[src/rtl/hazard_stall_ctrl.sv]
// Stall/flush controller for the 5-stage pipeline (ID stage).
// Resolves load-use hazards, taken-branch flushes and data-memory wait states.
// Optional build macro: HAZARD_PERF_EN enables the stall_cycles performance counter.
module hazard_stall_ctrl #(
    parameter int unsigned LOAD_STALL_CYCLES = 1,
    parameter int unsigned CNT_W             = 32
) (
    input  logic             clk,
    input  logic             reset_n,
    input  logic [4:0]       rs1_id,
    input  logic [4:0]       rs2_id,
    input  logic             use_rs1,
    input  logic             use_rs2,
    input  logic [4:0]       rd_ex,
    input  logic             MemRead_ex,
    input  logic             branch_taken_ex,
    input  logic             dmem_req,
    input  logic             dmem_ready,
    output logic             PCWrite,
    output logic             IFIDWrite,
    output logic             idex_bubble,
    output logic             ifid_flush,
    output logic             pipe_hold,
    output logic [CNT_W-1:0] stall_cycles
);

    localparam int unsigned LU_CNT_W = 3;
    localparam logic [LU_CNT_W-1:0] LU_INIT = LU_CNT_W'(LOAD_STALL_CYCLES - 1);

    typedef enum logic [1:0] {
        RUN      = 2'd0,
        LU_STALL = 2'd1,
        MEM_WAIT = 2'd2
    } state_t;

    state_t              state, state_n, eff_state;
    logic [LU_CNT_W-1:0] lu_cnt, lu_cnt_n;
    logic                lu, mw;

    // Hazard detection for the instruction currently in ID.
    always_comb begin
        lu = MemRead_ex && (rd_ex != 5'd0) &&
             ((use_rs1 && (rs1_id == rd_ex)) || (use_rs2 && (rs2_id == rd_ex)));
        mw = dmem_req && !dmem_ready;
    end

    // State and remaining load-use stall count.
    always_ff @(posedge clk or negedge reset_n) begin
        if (!reset_n) begin
            state  <= RUN;
            lu_cnt <= '0;
        end else begin
            state  <= state_n;
            lu_cnt <= lu_cnt_n;
        end
    end

    // Next-state and Mealy output decode; mw > branch > load-use.
    always_comb begin
        state_n     = state;
        lu_cnt_n    = lu_cnt;
        eff_state   = state;
        PCWrite     = 1'b1;
        IFIDWrite   = 1'b1;
        idex_bubble = 1'b0;
        ifid_flush  = 1'b0;
        pipe_hold   = 1'b0;

        // The cycle a memory wait ends behaves exactly like the state being resumed.
        if (state == MEM_WAIT) begin
            eff_state = (lu_cnt != '0) ? LU_STALL : RUN;
        end

        if (mw) begin
            pipe_hold = 1'b1;
            PCWrite   = 1'b0;
            IFIDWrite = 1'b0;
            state_n   = MEM_WAIT;
        end else if (branch_taken_ex) begin
            ifid_flush  = 1'b1;
            idex_bubble = 1'b1;
            lu_cnt_n    = '0;
            state_n     = RUN;
        end else if (eff_state == LU_STALL) begin
            PCWrite     = 1'b0;
            IFIDWrite   = 1'b0;
            idex_bubble = 1'b1;
            lu_cnt_n    = lu_cnt - LU_CNT_W'(1);
            state_n     = (lu_cnt == LU_CNT_W'(1)) ? RUN : LU_STALL;
        end else if (lu) begin
            PCWrite     = 1'b0;
            IFIDWrite   = 1'b0;
            idex_bubble = 1'b1;
            if (LU_INIT != '0) begin
                lu_cnt_n = LU_INIT;
                state_n  = LU_STALL;
            end else begin
                state_n  = RUN;
            end
        end else begin
            state_n = RUN;
        end

        // Reset forces the pipe to a safe, flushed configuration.
        if (!reset_n) begin
            PCWrite     = 1'b0;
            IFIDWrite   = 1'b0;
            idex_bubble = 1'b1;
            ifid_flush  = 1'b1;
            pipe_hold   = 1'b0;
        end
    end

`ifdef HAZARD_PERF_EN
    logic [CNT_W-1:0] cnt_q;

    // Saturating count of cycles in which the PC was held.
    always_ff @(posedge clk or negedge reset_n) begin
        if (!reset_n) begin
            cnt_q <= '0;
        end else if (!PCWrite && (cnt_q != '1)) begin
            cnt_q <= cnt_q + CNT_W'(1);
        end
    end

    assign stall_cycles = cnt_q;
`else
    assign stall_cycles = '0;
`endif

endmodule

[config.mk]
export PLATFORM = sky130hd
export DESIGN_NAME = hazard_stall_ctrl
export DESIGN_NICKNAME = d
export VERILOG_FILES = /design/src/rtl/hazard_stall_ctrl.sv
export SDC_FILE = /design/constraint.sdc
export NUM_CORES = 1
export LEC_CHECK = 0
export ABC_AREA = 1
export BUFFER_PORTS_ARGS = -buffer_cell sky130_fd_sc_hd__buf_2
export CAP_MARGIN = 20
export CELL_PAD_IN_SITES_DETAIL_PLACEMENT = 1
export CELL_PAD_IN_SITES_GLOBAL_PLACEMENT = 1
export CORE_MARGIN = 4
export CORE_UTILIZATION = 24
export CTS_CLUSTER_SIZE = 24
export DETAILED_ROUTE_END_ITERATION = 16
export PLACE_DENSITY = 0.87
export SYNTH_ARGS = -nofsm -noshare
export SYNTH_HDL_FRONTEND = slang
export SYNTH_SLANG_ARGS = --single-unit
export TNS_END_PERCENT = 100
[constraint.sdc]
create_clock -name clk -period 1.5 [get_ports clk]
set_clock_uncertainty 0.05 [all_clocks]
set_input_delay 0 -clock clk [delete_from_list [all_inputs] [get_ports clk]]
set_output_delay 0 -clock clk [all_outputs]
set_load 0.05 [all_outputs]
-- Yosys cells after proc, flatten, opt, wreduce, memory -nomap -nowiden
Index checks and enable logic that the tools add are counted.
- flip-flop bits (word level): 5
- bits of input ports: 23
- output and inout port bits: 37
- logic and storage cells: 43
- add/subtract/negate cells: 1
- eq/ne operators: 5
- mux-type cells: 23
- bitwise gates (word level): 1
- reduce and logical (&&, ||, !) cells: 11
- operator list (cell ; count):
    $mux W1 ; 19
    $eq A5 B5 Y1 ; 2
    $mux W3 ; 2
    $logic_and A1 B1 Y1 ; 5
    $reduce_bool A5 Y1 ; 1
    $mux W2 ; 2
    $eq A3 B1 Y1 const B ; 1
    $reduce_bool A3 Y1 ; 1
    $sub A3 B1 Y3 const B ; 1
    $eq A2 B1 Y1 const B ; 1
    $eq A2 B2 Y1 const B ; 1
    $reduce_and A2 Y1 ; 1
    $reduce_bool A2 Y1 ; 1
    $logic_not A1 Y1 ; 1
    $logic_or A1 B1 Y1 ; 1
    $not A1 Y1 ; 1

-- Logic depth before layout (Yosys ltp)
- word-level depth: 9
- depth in mapped cells: 10
- mapped depth without buffers: 10

-- Least setup slack after synthesis
OpenSTA, ideal clock, no wires.
- kind: register -> output
- start: register lu_cnt[0]
- end: output port PCWrite
- arrival time: 2113 ps
- required time: 1450 ps
- path slack: -663 ps
- cell stages (with the launch flop): 9
- buffers on the path: 1
- cell sequence: dfrtp_1 > inv_1 > ha_1 > ha_1 > nor2_1 > mux2i_1 > nand2_1 > a21oi_1 > buf_4
- word-level cells in the longest chain between the ends: 8
- ends and longest elaborated chain (what ; line ; source):
    from (decl) ; 37 ; logic [LU_CNT_W-1:0] lu_cnt, lu_cnt_n;
    from (signal assigned) ; 54 ; lu_cnt <= lu_cnt_n;
    $reduce_bool A3 Y1 ; 71 ; eff_state = (lu_cnt != '0) ? LU_STALL : RUN;
    $mux W1 ; 71 ;
    $mux W2 ; 70 ; if (state == MEM_WAIT) begin
    $eq A2 B1 Y1 ; 84 ; end else if (eff_state == LU_STALL) begin
    $mux W1 (4 in a row) ; - ;
    to (decl) ; 19 ; output logic PCWrite,
No other way between the ends.

-- Worst setup path in the final report
- start: register lu_cnt[0]
- end: output port IFIDWrite
- word-level cells in the longest chain between the ends: 8
- ends and longest elaborated chain (what ; line ; source):
    $reduce_bool A3 Y1 ; 71 ;
    $mux W1 ; 71 ;
    $mux W2 ; 70 ;
    $eq A2 B1 Y1 ; 84 ;
    $mux W1 ; 84 ;
    $mux W1 ; 79 ; end else if (branch_taken_ex) begin
    $mux W1 ; 74 ; if (mw) begin
    $mux W1 ; 105 ; if (!reset_n) begin
    to (decl) ; 20 ; output logic IFIDWrite,
No other way between the ends.

==> impl_results.md <==
- Status: finished, violations left
- Failing checks: setup timing
- Layout cell share with drive strength beyond 1: between 30 and 40%
- Root buffer cell: clkbuf_4
- RSZ-0062 raised after global routing: yes
- Max Cap Violations: 0
- Worst-path clk slew: ~0.050 ns
- Number of I/O pins: 60
- Final non-filler cell total: 210
- CP max stage delay: 0.39 ns
- Slew Viols, Final: 0
- GRT Residual Overflow: 0
- Fillers: 421
- Setup TNS: -1.54 ns
- Setup ws final: -0.349 ns
- Drt pass-1 iters: 3
- Maximum clock frequency: 541 MHz
- Initial antenna violation count: 0
- Tot GR Track Use: 10.7%
- Crit end category: output port
- IO Port Bufs: 27
- Worst-case clock buffer depth: 2
- Placed cell count: just under 200
- Antenna Cells: 0
- Pre-CTS setup slack: -0.161 ns
- Worst path slowest cell: dfrtp_1
- Pin count of the biggest net entering global routing: 6
- Yosys warnings: 0
- Period utilization: 123%
- Multiplexer share of the synthesized area: 1.31%
- Adder-Cell Fraction of Synth Area: 4.90%
- Mapped Cells: 126
- Post-synthesis compound-gate area fraction: 5.23%
- Post-DP Area: 862 µm²
- Total Nets Final: 193
- Total power: 951 µW
- Initial cell density of the core: 25.1%
- Chip width: 64.5 µm
- CTS tree: yes
- Largest family of logic cells by synthesized area: buffers and inverters
- Post-synthesis simple-gate area fraction: between 20% and 30%
- Die Span Y: roughly 64 µm
- Vias/cell: 3.64
- CTS Sinks: 5
- DRT antenna net count: 0
- Critical path arrival: 1.80 ns
- Worst min-delay path class: in -> async
- Distinct cells, synth: 17
- Register area: 125 µm²
- Netlist area before placement: around 770 µm²
- Vias in the first global route: between 700 and 800
- Number of remaining DRC errors: 0
- Worst skew pair latency: between 0.2 and 0.3 ns
- Row cnt: 20
- Pwr dens: slightly above 900 nW/µm²
- P_leak: 0.000633 µW
- Setup crit start kind: flop
- Worst-path cell chain: inv_2 -> ha_4 -> ha_4 -> nor2_2 -> mux2i_2 -> buf_4 -> nand2_4 -> a21oi_4 -> buf_6
- Drt total wl: 2.16 mm
- CP required: 1.45 ns
- GPL Wtd Cong: between 0.7 and 0.8
- First-pass GRT wire length: 3.40 mm
- DP HPWL: 1.67 mm
- Cell taking the most area after synthesis: buf_4
- Finish-stage setup viols: 6
- Final hold violation count: 0
- Synth Area per Inst: 6.08 µm²
- Seq cells post-synth: 5
- Die footprint: 4160 µm²
- Core area: around 3000 µm²
- Vias: 765
- Multi-input logic area: 498 µm²
- Minimum clock period: 1.85 ns
- Synth top area share: 32.4%
- Total CTS buffers: 3
- Critical Setup Path Class: reg -> out
- Most frequent CP cell: ha_4
- Number of DRC markers in iteration 0: 5
- Largest fanout on the critical path: 2
- Maximum vdd drop: 0.000297 V
- Synthesis-to-finish area growth: 36.1%
- XOR/XNOR Fraction of Synth Area: 0%
- WL/cell: 10.3 µm
- Seq/Total Area, Yosys: about 16%
- CTS H-Tree Depth: 1
- Design Area, Final: 1040 µm²
- Area contributors post-synth: buf_4 32%, nand2_1 17%, dfrtp_1 16%, inv_1 8.3%, ha_1 4.9%
[sequential cells by signal, summed over array words and instances (netlist names)]
| name | cells |
|---|---|
| lu_cnt | 3 |
| state | 2 |
[report_power, final]
group / internal, µW / switching, µW / total, µW
clock: 101 / 61.8 / 163
sequential: 156 / 13.3 / 170
combinational: 211 / 408 / 619
[synth_stat cells]
master / instances
nand4_1: 1
mux2i_1: 1
inv_1: 17
o22ai_1: 2
a211oi_1: 1
nand3_1: 3
nor2_1: 10
buf_4: 33
conb_1: 1
a21oi_1: 1
nand2_2: 1
inv_2: 6
dfrtp_1: 5
nor2_2: 3
o21ai_1: 3
nand2_1: 35
ha_1: 3
[stage by stage]
stage	hold WS, ns	util (%)
CTS	0.144	32.1
global placement	-0.203	28.2
global route	0.167	34.1
finish	0.143	34.1
detailed placement	-0.201	28.2
floorplan	-0.346	-
[final cells by class]
class,instances,area share (%)
timing repair buffer,38,24.1
multi-input combinational,96,47.8
tap,44,5.28
clock buffer,4,2.52
sequential,5,12.0
inverter,23,8.28
[cells in the final DEF, fill, tap and decap left out, types with 2 or more instances in the layout]
master	synthesis	routed
buf_2	0	24
buf_4	33	7
buf_6	0	3
clkbuf_4	0	3
conb_1	1	32
dfrtp_1	5	5
dlygate4sd3_1	0	3
ha_4	0	2
inv_1	17	15
inv_2	6	8
nand2_1	35	34
nand2_4	0	2
nand3_1	3	2
nor2_1	10	7
nor2_2	3	6
o21ai_1	3	2
[critical path: cells and delay by family, from the launching register on]
family / cells / cell delay, ns
AND/OR/NAND/NOR: 2 / 0.07
flip-flops: 1 / 0.39
buffers and inverters: 3 / 0.44
adder cells (fa/ha/maj): 2 / 0.26
AO/OA/AOI/OAI: 1 / 0.19
multiplexers: 1 / 0.20
[final timing paths]
path / from / end / slack [ns] / cells past startpoint
max in group asynchronous: reset_n / lu_cnt[0] / 1.04 / 2
hold reg to reg: lu_cnt[2] / lu_cnt[2] / 0.56 / 2
setup / recovery: lu_cnt[0] / IFIDWrite / -0.35 / 9
min in group clk: dmem_req / state[0] / 0.28 / 6
hold / removal: reset_n / state[1] / 0.14 / 2
setup reg to reg: lu_cnt[0] / lu_cnt[0] / -0.21 / 12
[cell families (layout without fill, tap and decap cells)]
family | count (synthesis) | count (layout)
flops | 5 | 5
simple gates | 53 | 53
fa+ha+maj | 3 | 3
other cells | 1 | 32
buf+inv | 56 | 65
mux | 1 | 1
compound gates | 7 | 7
[routing by layer]
layer  wire [µm]  global-route usage, %  vias up
met5           0                      0        -
met4          29                   4.75        0
met3         181                   3.64        2
met2        1080                   17.9       36
met1         869                   12.2      337
li1            -                      -      390
[timing repair]
item / CTS / global route
pin swaps: 5 / 4
hold buffers: 3 / 0
hold endpoints to repair: 7 / 0
gates resized for setup: 13 / 10
buffers inserted: 2 / 3
endpoints found under the setup margin: 7 / 7
cloned: 0 / 0
Power figures use the tool's default switching activity.
